$ cat src/rtl/if_id_queue_pkg.sv
// Shared constants for the IF->ID instruction queue: bus widths, zero word and the bubble.
package if_id_queue_pkg;

  localparam int unsigned InstAddrW = 32;
  localparam int unsigned InstW     = 32;

  localparam logic [InstAddrW-1:0] ZeroWord = '0;
  // addi x0,x0,0
  localparam logic [InstW-1:0]     InstNone = 32'h0000_0013;

endpackage

$ cat src/rtl/if_id_queue.sv
// IF->ID pipeline queue: DEPTH-entry FIFO between fetch and decode, flushed by EX branches,
// presenting a NOP bubble with pc 0 whenever it is empty.
module if_id_queue
  import if_id_queue_pkg::*;
#(
  parameter int unsigned       ADDR_W   = InstAddrW,
  parameter int unsigned       INST_W   = InstW,
  parameter int unsigned       DEPTH    = 2,
  parameter logic [INST_W-1:0] NOP_INST = INST_W'(InstNone)
) (
  input  logic                       clk,
  input  logic                       rst,
  input  logic [ADDR_W-1:0]          pc_i,
  input  logic [INST_W-1:0]          inst_i,
  input  logic                       in_valid_i,
  output logic                       in_ready_o,
  input  logic                       ex_branch_flag_i,
  output logic [ADDR_W-1:0]          pc_o,
  output logic [INST_W-1:0]          inst_o,
  output logic                       out_valid_o,
  input  logic                       out_ready_i,
  output logic [$clog2(DEPTH):0]     count_o
);

  localparam int unsigned PtrW  = $clog2(DEPTH);
  localparam int unsigned CntW  = PtrW + 1;
  localparam int unsigned EntryW = ADDR_W + INST_W;

  logic [PtrW-1:0]   wr_ptr_q, wr_ptr_d;
  logic [PtrW-1:0]   rd_ptr_q, rd_ptr_d;
  logic [CntW-1:0]   count_q, count_d;
  logic [EntryW-1:0] mem_q [DEPTH];
  logic [EntryW-1:0] head;
  logic              push, pop;

  // Ready depends only on registered occupancy, so a full queue refuses a push even when
  // decode pops in the same cycle.
  assign in_ready_o  = (count_q < CntW'(DEPTH)) & ~ex_branch_flag_i;
  assign out_valid_o = (count_q != '0);
  assign push        = in_valid_i & in_ready_o;
  assign pop         = out_valid_o & out_ready_i;

  assign head    = mem_q[rd_ptr_q];
  assign pc_o    = out_valid_o ? head[EntryW-1:INST_W] : ADDR_W'(ZeroWord);
  assign inst_o  = out_valid_o ? head[INST_W-1:0] : NOP_INST;
  assign count_o = count_q;

  always_comb begin
    wr_ptr_d = wr_ptr_q;
    rd_ptr_d = rd_ptr_q;
    count_d  = count_q;
    if (ex_branch_flag_i) begin
      wr_ptr_d = '0;
      rd_ptr_d = '0;
      count_d  = '0;
    end else begin
      // Pointers wrap naturally because DEPTH is a power of two.
      if (push) wr_ptr_d = wr_ptr_q + PtrW'(1);
      if (pop)  rd_ptr_d = rd_ptr_q + PtrW'(1);
      count_d = count_q + CntW'(push) - CntW'(pop);
    end
  end

  always_ff @(posedge clk) begin
    if (rst) begin
      wr_ptr_q <= '0;
      rd_ptr_q <= '0;
      count_q  <= '0;
    end else begin
      wr_ptr_q <= wr_ptr_d;
      rd_ptr_q <= rd_ptr_d;
      count_q  <= count_d;
    end
  end

  // Storage needs no reset; occupancy alone decides what is visible.
  always_ff @(posedge clk) begin
    if (push) begin
      mem_q[wr_ptr_q] <= {pc_i, inst_i};
    end
  end

endmodule
$ cat config.mk
export PLATFORM = sky130hd
export DESIGN_NAME = if_id_queue
export DESIGN_NICKNAME = d
export VERILOG_FILES = /design/src/rtl/if_id_queue_pkg.sv /design/src/rtl/if_id_queue.sv
export SDC_FILE = /design/constraint.sdc
export NUM_CORES = 1
export LEC_CHECK = 0
export ABC_AREA = 1
export CAP_MARGIN = 10
export CORE_UTILIZATION = 51
export DETAILED_ROUTE_END_ITERATION = 16
export GPL_TIMING_DRIVEN = 0
export PLACE_DENSITY = 0.93
export REMOVE_ABC_BUFFERS = 1
export SYNTH_ARGS = -nofsm -noshare
export SYNTH_HDL_FRONTEND = slang
export SYNTH_SLANG_ARGS = --single-unit
$ cat constraint.sdc
create_clock -name clk -period 8.29 [get_ports clk]
set_input_delay 2.0725 -clock clk [delete_from_list [all_inputs] [get_ports clk]]
set_output_delay 2.0725 -clock clk [all_outputs]
set_load 0.05 [all_outputs]
==> results of run 1 <==
## worst min path at each step
stage          slack [ns]  startpoint       end  depth (start not counted)
2_1_floorplan        0.43    rd_ptr_q  register                          1
3_3_place_gp         0.44    rd_ptr_q  rd_ptr_q                          1
3_5_place_dp         0.44    rd_ptr_q  register                          1
4_1_cts              0.45    rd_ptr_q  register                          1
5_1_grt              0.48    rd_ptr_q  register                          1
6_report             0.46    rd_ptr_q  register                          1
## power by group
group          switching (uW)  internal [uW]
combinational            93.3           63.0
sequential               6.18            758
clock                     275            367
total                     375           1190
## metrics by stage
step / worst slack (ns) / hold WS (ns) / cells
floorplan: 2.332 / 0.4315 / 354
CTS: 2.679 / 0.4518 / 657
finish: 2.682 / 0.4629 / 657
global route: 2.652 / 0.4837 / 657
global placement: 0.9764 / 0.4436 / 619
detailed placement: 2.691 / 0.4426 / 625
## registers in the layout, summed over array words and instances (netlist names), named ones only
register / cells
mem_q: 128
count_o: 2
rd_ptr_q: 1
wr_ptr_q: 1
## critical path, delay by kind of cell
family / cells / cell delay [ns]
buffers and inverters: 2 / 1.27
AND/OR/NAND/NOR: 1 / 0.19
## layer usage
metal	up-vias	global-route usage, %
li1	1607	-
met1	1629	23.85
met2	134	40.09
met3	16	6.172
met4	0	9.365
met5	-	0
## layout by cell type, fill, tap and decap left out, drive strengths merged
cell type        n
clkinv           4
nand2          131
a21oi           65
xnor2            1
o21ai            1
clkinvlp         6
nand3            5
inv             13
edfxtp         128
ha               1
buf              6
nor3             1
clkbuf          17
dfxtp            5
nor2             8
clkdlybuf4s50  136
## cell families (layout without fill, tap and decap cells)
logic type	after synthesis	count (layout)
AO/OA/AOI/OAI	66	66
buffers and inverters	27	182
XOR/XNOR	1	1
flip-flops	133	133
AND/OR/NAND/NOR	145	145
adder cells (fa/ha/maj)	1	1
## final cells by class
type,instances,area (sq um),area share (%)
Sequential cell,133,3945,55.59
Timing Repair Buffer,142,1489,20.98
Multi-Input combinational cell,213,952.2,13.42
Clock buffer,17,414.1,5.836
Tap cell,129,161.4,2.274
Clock inverter,15,105.1,1.481
Inverter,8,30.03,0.4231
==> flow_summary.ini, run 1 <==
[drt]
met2_wirelength_microns = 5816
vias = 3386
drtPass1Iterations = 5
drc = 0
antenna_left = 0
vias_per_cell = 5.154
dr.first_iter.drc_count = 150
wl_met3_microns = 655
wl_per_cell_microns = 16.42
top_layer_used = met4
postRouteWirelength_microns = 10790
wl_met1_microns = 4172

[timing]
max_freq_ghz = 0.1783
setup_viol = 0
rsz0062_at_grt = no
fin_crit_sh_pct = 67.64
final-hold-violation-count = 0
fin_skew_ns = 0.009789
fin_crit_ns = 5.608
tns_ns = 0
slew_viol_final = 0
tightest_slew_ns = 1.134
max_slew_margin_pct = 24.27

[grt]
grt_pass1_vias = 3479
grt_pass1_wl_microns = 16570
antenna_found_initial = 0
gr-total-overflow = 0
grt_start_max_net_pins = 65
grtUsageTotal_pct = 21.96

[synth]
ys_seq_area_share_pct = 78.88
synthDistinctLibCells = 19
yosys.cell_count.top_type = nand2_1
synth_top_family_by_area = simple AND/OR/NAND/NOR gates
synth-seq-cells = 133
synth_commonest_cells = nand2_1 (130), edfxtp_1 (128), a21oi_1 (65)
synthSimpleGateAreaFrac_pct = 11.71
yosys.area.top_type = edfxtp_1
synth_top_area_share_pct = 76.88
yosys_warnings = 0
synthMuxAreaShare_pct = 0
syn_inst = 373
ys.flop_type = edfxtp_1
postSynthAreaPerCell_sq_um = 13.40
synth_area_leaders = edfxtp_1 (77%), nand2_1 (9.8%), a21oi_1 (6.5%), dfxtp_1 (2.0%), buf_2 (1.4%)
synthArstFlopShare_pct = 0
synth_compound_area_share_pct = 6.607
synth_xor_xnor_area_share_pct = 0.1752
synth_area_sq_um = 5000
synth-edff-count = 128
synthAdderAreaFrac_pct = 0.2503

[floorplan]
die_w_microns = 101.0
core_sq_um = 9371
start_util_pct = 53.35
die_area_sq_um = 10200
ios = 137
fp.dieH_microns = 101.0
std_cell_rows = 35

[critical_path]
crit_type = in -> out
worst_ep_arrival_time_ns = 3.54
path_cells = clkdlybuf4s50_1 -> nor2_2 -> clkdlybuf4s50_1
slowest_stage = clkdlybuf4s50_1
crit_start = ex_branch_flag_i
cp.required_ns = 6.22
r2r_end = count_o[1]
path_max_fanout = 3
worstSetupEndpointType = primary output
reg2reg_from = count_o[1]
crit_top_cell = clkdlybuf4s50_1
rrSetupSlack_ns = 6.28
critPathMaxStageDelay_ns = 0.83
rr_worst_depth = 9
crit_path_start_kind = input pin
cp-endpoint = in_ready_o

[cts]
htree_levels = 4
clk_pin_slew_ns = 0.06
numCtsBuffers = 17
cts_hold_buf = 0
post_cts_resized = 0
cts_tree = built
postCtsSetupRepairBufs = 0
clk_path_buf_depth = 2
cts-root-buf = clkbuf_8
clock-sinks = 133
clk-insertion-delay-late_ns = 0.50

[layout]
antenna_cells = 0
post-route-util_pct = 75.73
fillerInstances = 603
area_growth_pct = 41.94
nets = 585
drive_gt1_share_pct = 8.333
final_area_sq_um = 7097

[outcome]
outcome = finished, final reports clean

[power_and_ir_drop]
power_uw = 1563
powerDensity_nw_per_um2 = 220.2
p_leak_uw = 0.002470
ir_drop_v = 0.0001741

[run]
max_cap_violations = 0

[placed_design]
hpwl_microns = 6832
port_buffers = 136
gp_congestion = 0.6742
place_area_sq_um = 6578

[min_path]
hold_path.class = reg -> reg
Power figures use the tool's default switching activity.
==> run 2: changes to the inputs <==
--- a/config.mk
+++ b/config.mk
@@ -7,10 +7,10 @@
 export LEC_CHECK = 0
 export ABC_AREA = 1
 export CAP_MARGIN = 10
-export CORE_UTILIZATION = 51
+export CORE_UTILIZATION = 48
 export DETAILED_ROUTE_END_ITERATION = 16
 export GPL_TIMING_DRIVEN = 0
-export PLACE_DENSITY = 0.93
+export PLACE_DENSITY = 0.89
 export REMOVE_ABC_BUFFERS = 1
 export SYNTH_ARGS = -nofsm -noshare
 export SYNTH_HDL_FRONTEND = slang
==> constraint.sdc (replaced) <==
create_clock -name clk -period 5.6 [get_ports clk]
set_input_delay 1.4 -clock clk [delete_from_list [all_inputs] [get_ports clk]]
set_output_delay 1.4 -clock clk [all_outputs]
set_load 0.05 [all_outputs]
==> flow_summary.ini, run 2 (synthesis gave the netlist of run 1 again) <==
[floorplan]
std_cell_rows = 36
core_sq_um = 9955
ios = 137
start_util_pct = 50.23
die_w_microns = 104.1
fp.dieH_microns = 104.1
die_area_sq_um = 10830

[grt]
grtUsageTotal_pct = 20.29
grt_pass1_vias = 3469
gr-total-overflow = 0
grt_pass1_wl_microns = 16760
grt_start_max_net_pins = 65
antenna_found_initial = 0

[drt]
drtPass1Iterations = 5
postRouteWirelength_microns = 10410
antenna_left = 0
dr.first_iter.drc_count = 223
drc = 0
wl_per_cell_microns = 15.75
vias = 3313
vias_per_cell = 5.012

[layout]
largest_register_ff_count = 128
nets = 585
post-route-util_pct = 71.39
multi_input_area_sq_um = 952.2
mostFrequentLayoutCells = clkdlybuf4s50_1 (136), nand2_1 (130), edfxtp_1 (128)
final_area_sq_um = 7107
antenna_cells = 0
fillerInstances = 683
drive_gt1_share_pct = 7.955
top_register = mem_q
seq_area_sq_um = 3945
area_growth_pct = 42.14
final_common_cell = clkdlybuf4s50_1

[cts]
numCtsBuffers = 17
htree_levels = 4
clk_path_buf_depth = 2
post_cts_resized = 0
clk-insertion-delay-late_ns = 0.50
cts_tree = built
clock-sinks = 133
postCtsSetupRepairBufs = 0
cts_hold_buf = 0
clk_pin_slew_ns = 0.06
cts-root-buf = clkbuf_8

[placed_design]
gp_congestion = 0.6919
place_area_sq_um = 6575
hpwl_microns = 6507
port_buffers = 136

[timing]
tns_ns = 0
fin_crit_sh_pct = 78.70
setup_viol = 0
fin_skew_ns = 0.004633
rsz0062_at_grt = no
slew_viol_final = 0
tightest_slew_ns = 1.126
final-hold-violation-count = 0
max_freq_ghz = 0.2269
max_slew_margin_pct = 24.94
fin_crit_ns = 4.407

[min_path]
hold_path.class = reg -> reg
min_from = rd_ptr_q

[power_and_ir_drop]
powerDensity_nw_per_um2 = 329.2
ir_drop_v = 0.0001942
p_leak_uw = 0.002485

[outcome]
outcome = finished, final reports clean

[run]
max_cap_violations = 0

[critical_path]
path_max_fanout = 64
reg2reg_from = count_o[1]
crit_type = reg -> out
worst_ep_arrival_time_ns = 3.01
crit_path_start_kind = register
worstSetupEndpointType = primary output
cp.required_ns = 4.20
## run 2: worst max-delay path: stages (launching register included)
cell,delay (ns)
dfxtp_2,0.44
inv_2,0.84
nand2_1,0.16
a21oi_1,0.20
clkdlybuf4s50_1,0.83
## run 2: final cells by class
cell class / count / share of cell area (%)
Sequential cell: 133 / 55.51
Timing Repair Buffer: 142 / 20.85
Clock inverter: 13 / 1.549
Tap cell: 133 / 2.342
Clock buffer: 19 / 5.933
Inverter: 8 / 0.4225
Multi-Input combinational cell: 213 / 13.40
## run 2: through the flow
| step | instances | hold slack (ns) | power, uW | setup slack (ns) |
|---|---|---|---|---|
| floorplan | 354 | 0.4315 | 1266 | 0.3145 |
| global placement | 623 | 0.4429 | 1371 | -1.112 |
| detailed placement | 629 | 0.4470 | 1381 | 1.353 |
| CTS | 661 | 0.4557 | 2354 | 1.088 |
| global route | 661 | 0.4916 | 2412 | 0.9283 |
| finish | 661 | 0.4576 | 2340 | 1.193 |
## run 2: final timing paths
path                 to  slack, ns  depth (start not counted)
min reg2reg    register       0.46                          1
max reg2reg  count_o[1]       3.75                          8
min            register       0.46                          1
max             pc_o[7]       1.19                          4
## run 2: per-layer routing
metal	part of all wire, %	track usage (%)
met1	41	23.99
met2	53	35.81
met3	4.5	4.511
met4	1.1	8.367
met5	0	0
## run 2: power breakdown
part / internal [uW] / switching, uW
clock: 585 / 395
sequential: 1120 / 8.16
combinational: 92.9 / 137
==> run 3: changes to the inputs <==
--- a/config.mk
+++ b/config.mk
@@ -7,10 +7,10 @@
 export LEC_CHECK = 0
 export ABC_AREA = 1
 export CAP_MARGIN = 10
-export CORE_UTILIZATION = 48
+export CORE_UTILIZATION = 43
 export DETAILED_ROUTE_END_ITERATION = 16
 export GPL_TIMING_DRIVEN = 0
-export PLACE_DENSITY = 0.89
+export PLACE_DENSITY = 0.84
 export REMOVE_ABC_BUFFERS = 1
 export SYNTH_ARGS = -nofsm -noshare
 export SYNTH_HDL_FRONTEND = slang
==> constraint.sdc (replaced) <==
create_clock -name clk -period 3.6 [get_ports clk]
set_input_delay 0.9 -clock clk [delete_from_list [all_inputs] [get_ports clk]]
set_output_delay 0.9 -clock clk [all_outputs]
set_load 0.05 [all_outputs]
==> flow_summary.ini, run 3 (synthesis gave the netlist of run 1 again) <==
[outcome]
outcome = finished, final reports clean

[timing]
tightest_slew_ns = 0.8247
setup_viol = 0
fin_crit_sh_pct = 93.65
fin_crit_ns = 3.371
setup_slack_ns = 0.2287
max_slew_margin_pct = 44.96
fin_skew_ns = 0.006062
slew_viol_final = 0
rsz0062_at_grt = no
max_freq_ghz = 0.2966
final-hold-violation-count = 0

[power_and_ir_drop]
p_seq_share_pct = 45.7
p_sw_share_pct = 21.25
pwr-share-comb_pct = 9.3
p_leak_uw = 0.002520
power_uw = 3851
pwr-share-clk_pct = 45.0
powerDensity_nw_per_um2 = 535.0
ir_drop_v = 0.0002851
switching_power_uw = 818.6
internal_power_uw = 3033

[placed_design]
hpwl_microns = 6604
port_buffers = 136
post-place-ws_ns = 0.05148
gp_congestion = 0.6552

[drt]
drtPass1Iterations = 4
wl_per_cell_microns = 15.98
antenna_left = 0
drc = 0
postRouteWirelength_microns = 10720
vias_per_cell = 4.921
dr.first_iter.drc_count = 168
vias = 3302

[grt]
grt_pass1_vias = 3300
grtUsageTotal_pct = 18.47
antenna_found_initial = 0
gr-total-overflow = 0
grt_start_max_net_pins = 65
grt_pass1_wl_microns = 16150

[layout]
drive_gt1_share_pct = 7.955
top_register = mem_q
largest_register_ff_count = 128
mostFrequentLayoutCells = clkdlybuf4s50_1 (136), nand2_1 (130), edfxtp_1 (128)
final_common_cell = clkdlybuf4s50_1
antenna_cells = 0
nets = 586
area_growth_pct = 43.97

[floorplan]
ios = 137
core_sq_um = 11370
start_util_pct = 43.97
fp.dieH_microns = 109.8
std_cell_rows = 39
die_w_microns = 109.8
die_area_sq_um = 12060

[critical_path]
path_max_fanout = 17
crit_type = reg -> out
worstSetupEndpointType = primary output
crit_path_start_kind = register
cp.required_ns = 2.70
critPathMaxStageDelay_ns = 0.82
rr_worst_depth = 8
path_cells = nor2_4 -> inv_1 -> nand3_1 -> clkdlybuf4s50_1
worst_ep_arrival_time_ns = 2.47
slowest_stage = clkdlybuf4s50_1

[cts]
clk_path_buf_depth = 2
htree_levels = 4
clk_pin_slew_ns = 0.05
clk-insertion-delay-late_ns = 0.40
clock-sinks = 133
postCtsSetupRepairBufs = 0
cts_hold_buf = 0
numCtsBuffers = 17
cts-root-buf = clkbuf_16
cts_tree = built

[run]
max_cap_violations = 0

[min_path]
whs_path_depth = 1
hold_path.class = reg -> reg
-- run 3: power by group through the flow --
stage	combinational [uW]	sequential [uW]	clock, uW
floorplan	174	1800	0
global placement	338	1800	0
detailed placement	360	1790	0
CTS	363	1760	1770
global route	381	1760	1840
finish	360	1760	1730
-- run 3: area by class of cell --
| class | count | area (sq um) |
|---|---|---|
| repair buffers | 142 | 1481 |
| multi-input cells | 214 | 958.4 |
| clock inverters | 12 | 161.4 |
| inverters | 8 | 37.54 |
| flip-flops and latches | 133 | 3948 |
| fillers | 896 | 4172 |
| well taps | 143 | 178.9 |
| clock buffers | 19 | 432.9 |
-- run 3: worst paths after layout --
kind                            startpoint    endpoint  slack (ns)
worst min register to register    rd_ptr_q    register        0.45
worst max register to register  count_o[1]  count_o[1]        1.66
worst min-delay path              rd_ptr_q    register        0.45
worst max-delay path            count_o[1]   inst_o[1]        0.23
-- run 3: stage by stage --
stage	std cells	instance area (sq um)	setup TNS (ns)	hold WS [ns]	util [%]
6_report	671	7198	0	0.4543	63.31
5_1_grt	671	7198	0	0.4859	63.31
4_1_cts	671	7193	0	0.4574	63.27
3_5_place_dp	639	6588	0	0.4485	57.94
3_3_place_gp	633	6451	-444.15	0.4435	56.74
2_1_floorplan	354	4911	-150.70	0.4315	-
-- run 3: critical path, delay by kind of cell (launching register included) --
family,cells,cell delay (ns)
buffers and inverters,2,1.01
and+or+nand+nor,2,0.63
DFF,1,0.44
-- run 3: what timing repair did --
item	4_1_cts	5_1_grt
pin swaps	1	0
cloned	1	0
gates resized for setup	2	2
setup endpoints to repair	64	14
-- run 3: metal layers --
layer / global-route usage, % / vias up / part of all wire [%]
li1: - / 1604 / -
met3: 6.046 / 6 / 5.2
met5: 0 / - / 0
met4: 5.810 / 0 / 0.49
met2: 32.01 / 105 / 53
met1: 21.68 / 1587 / 41
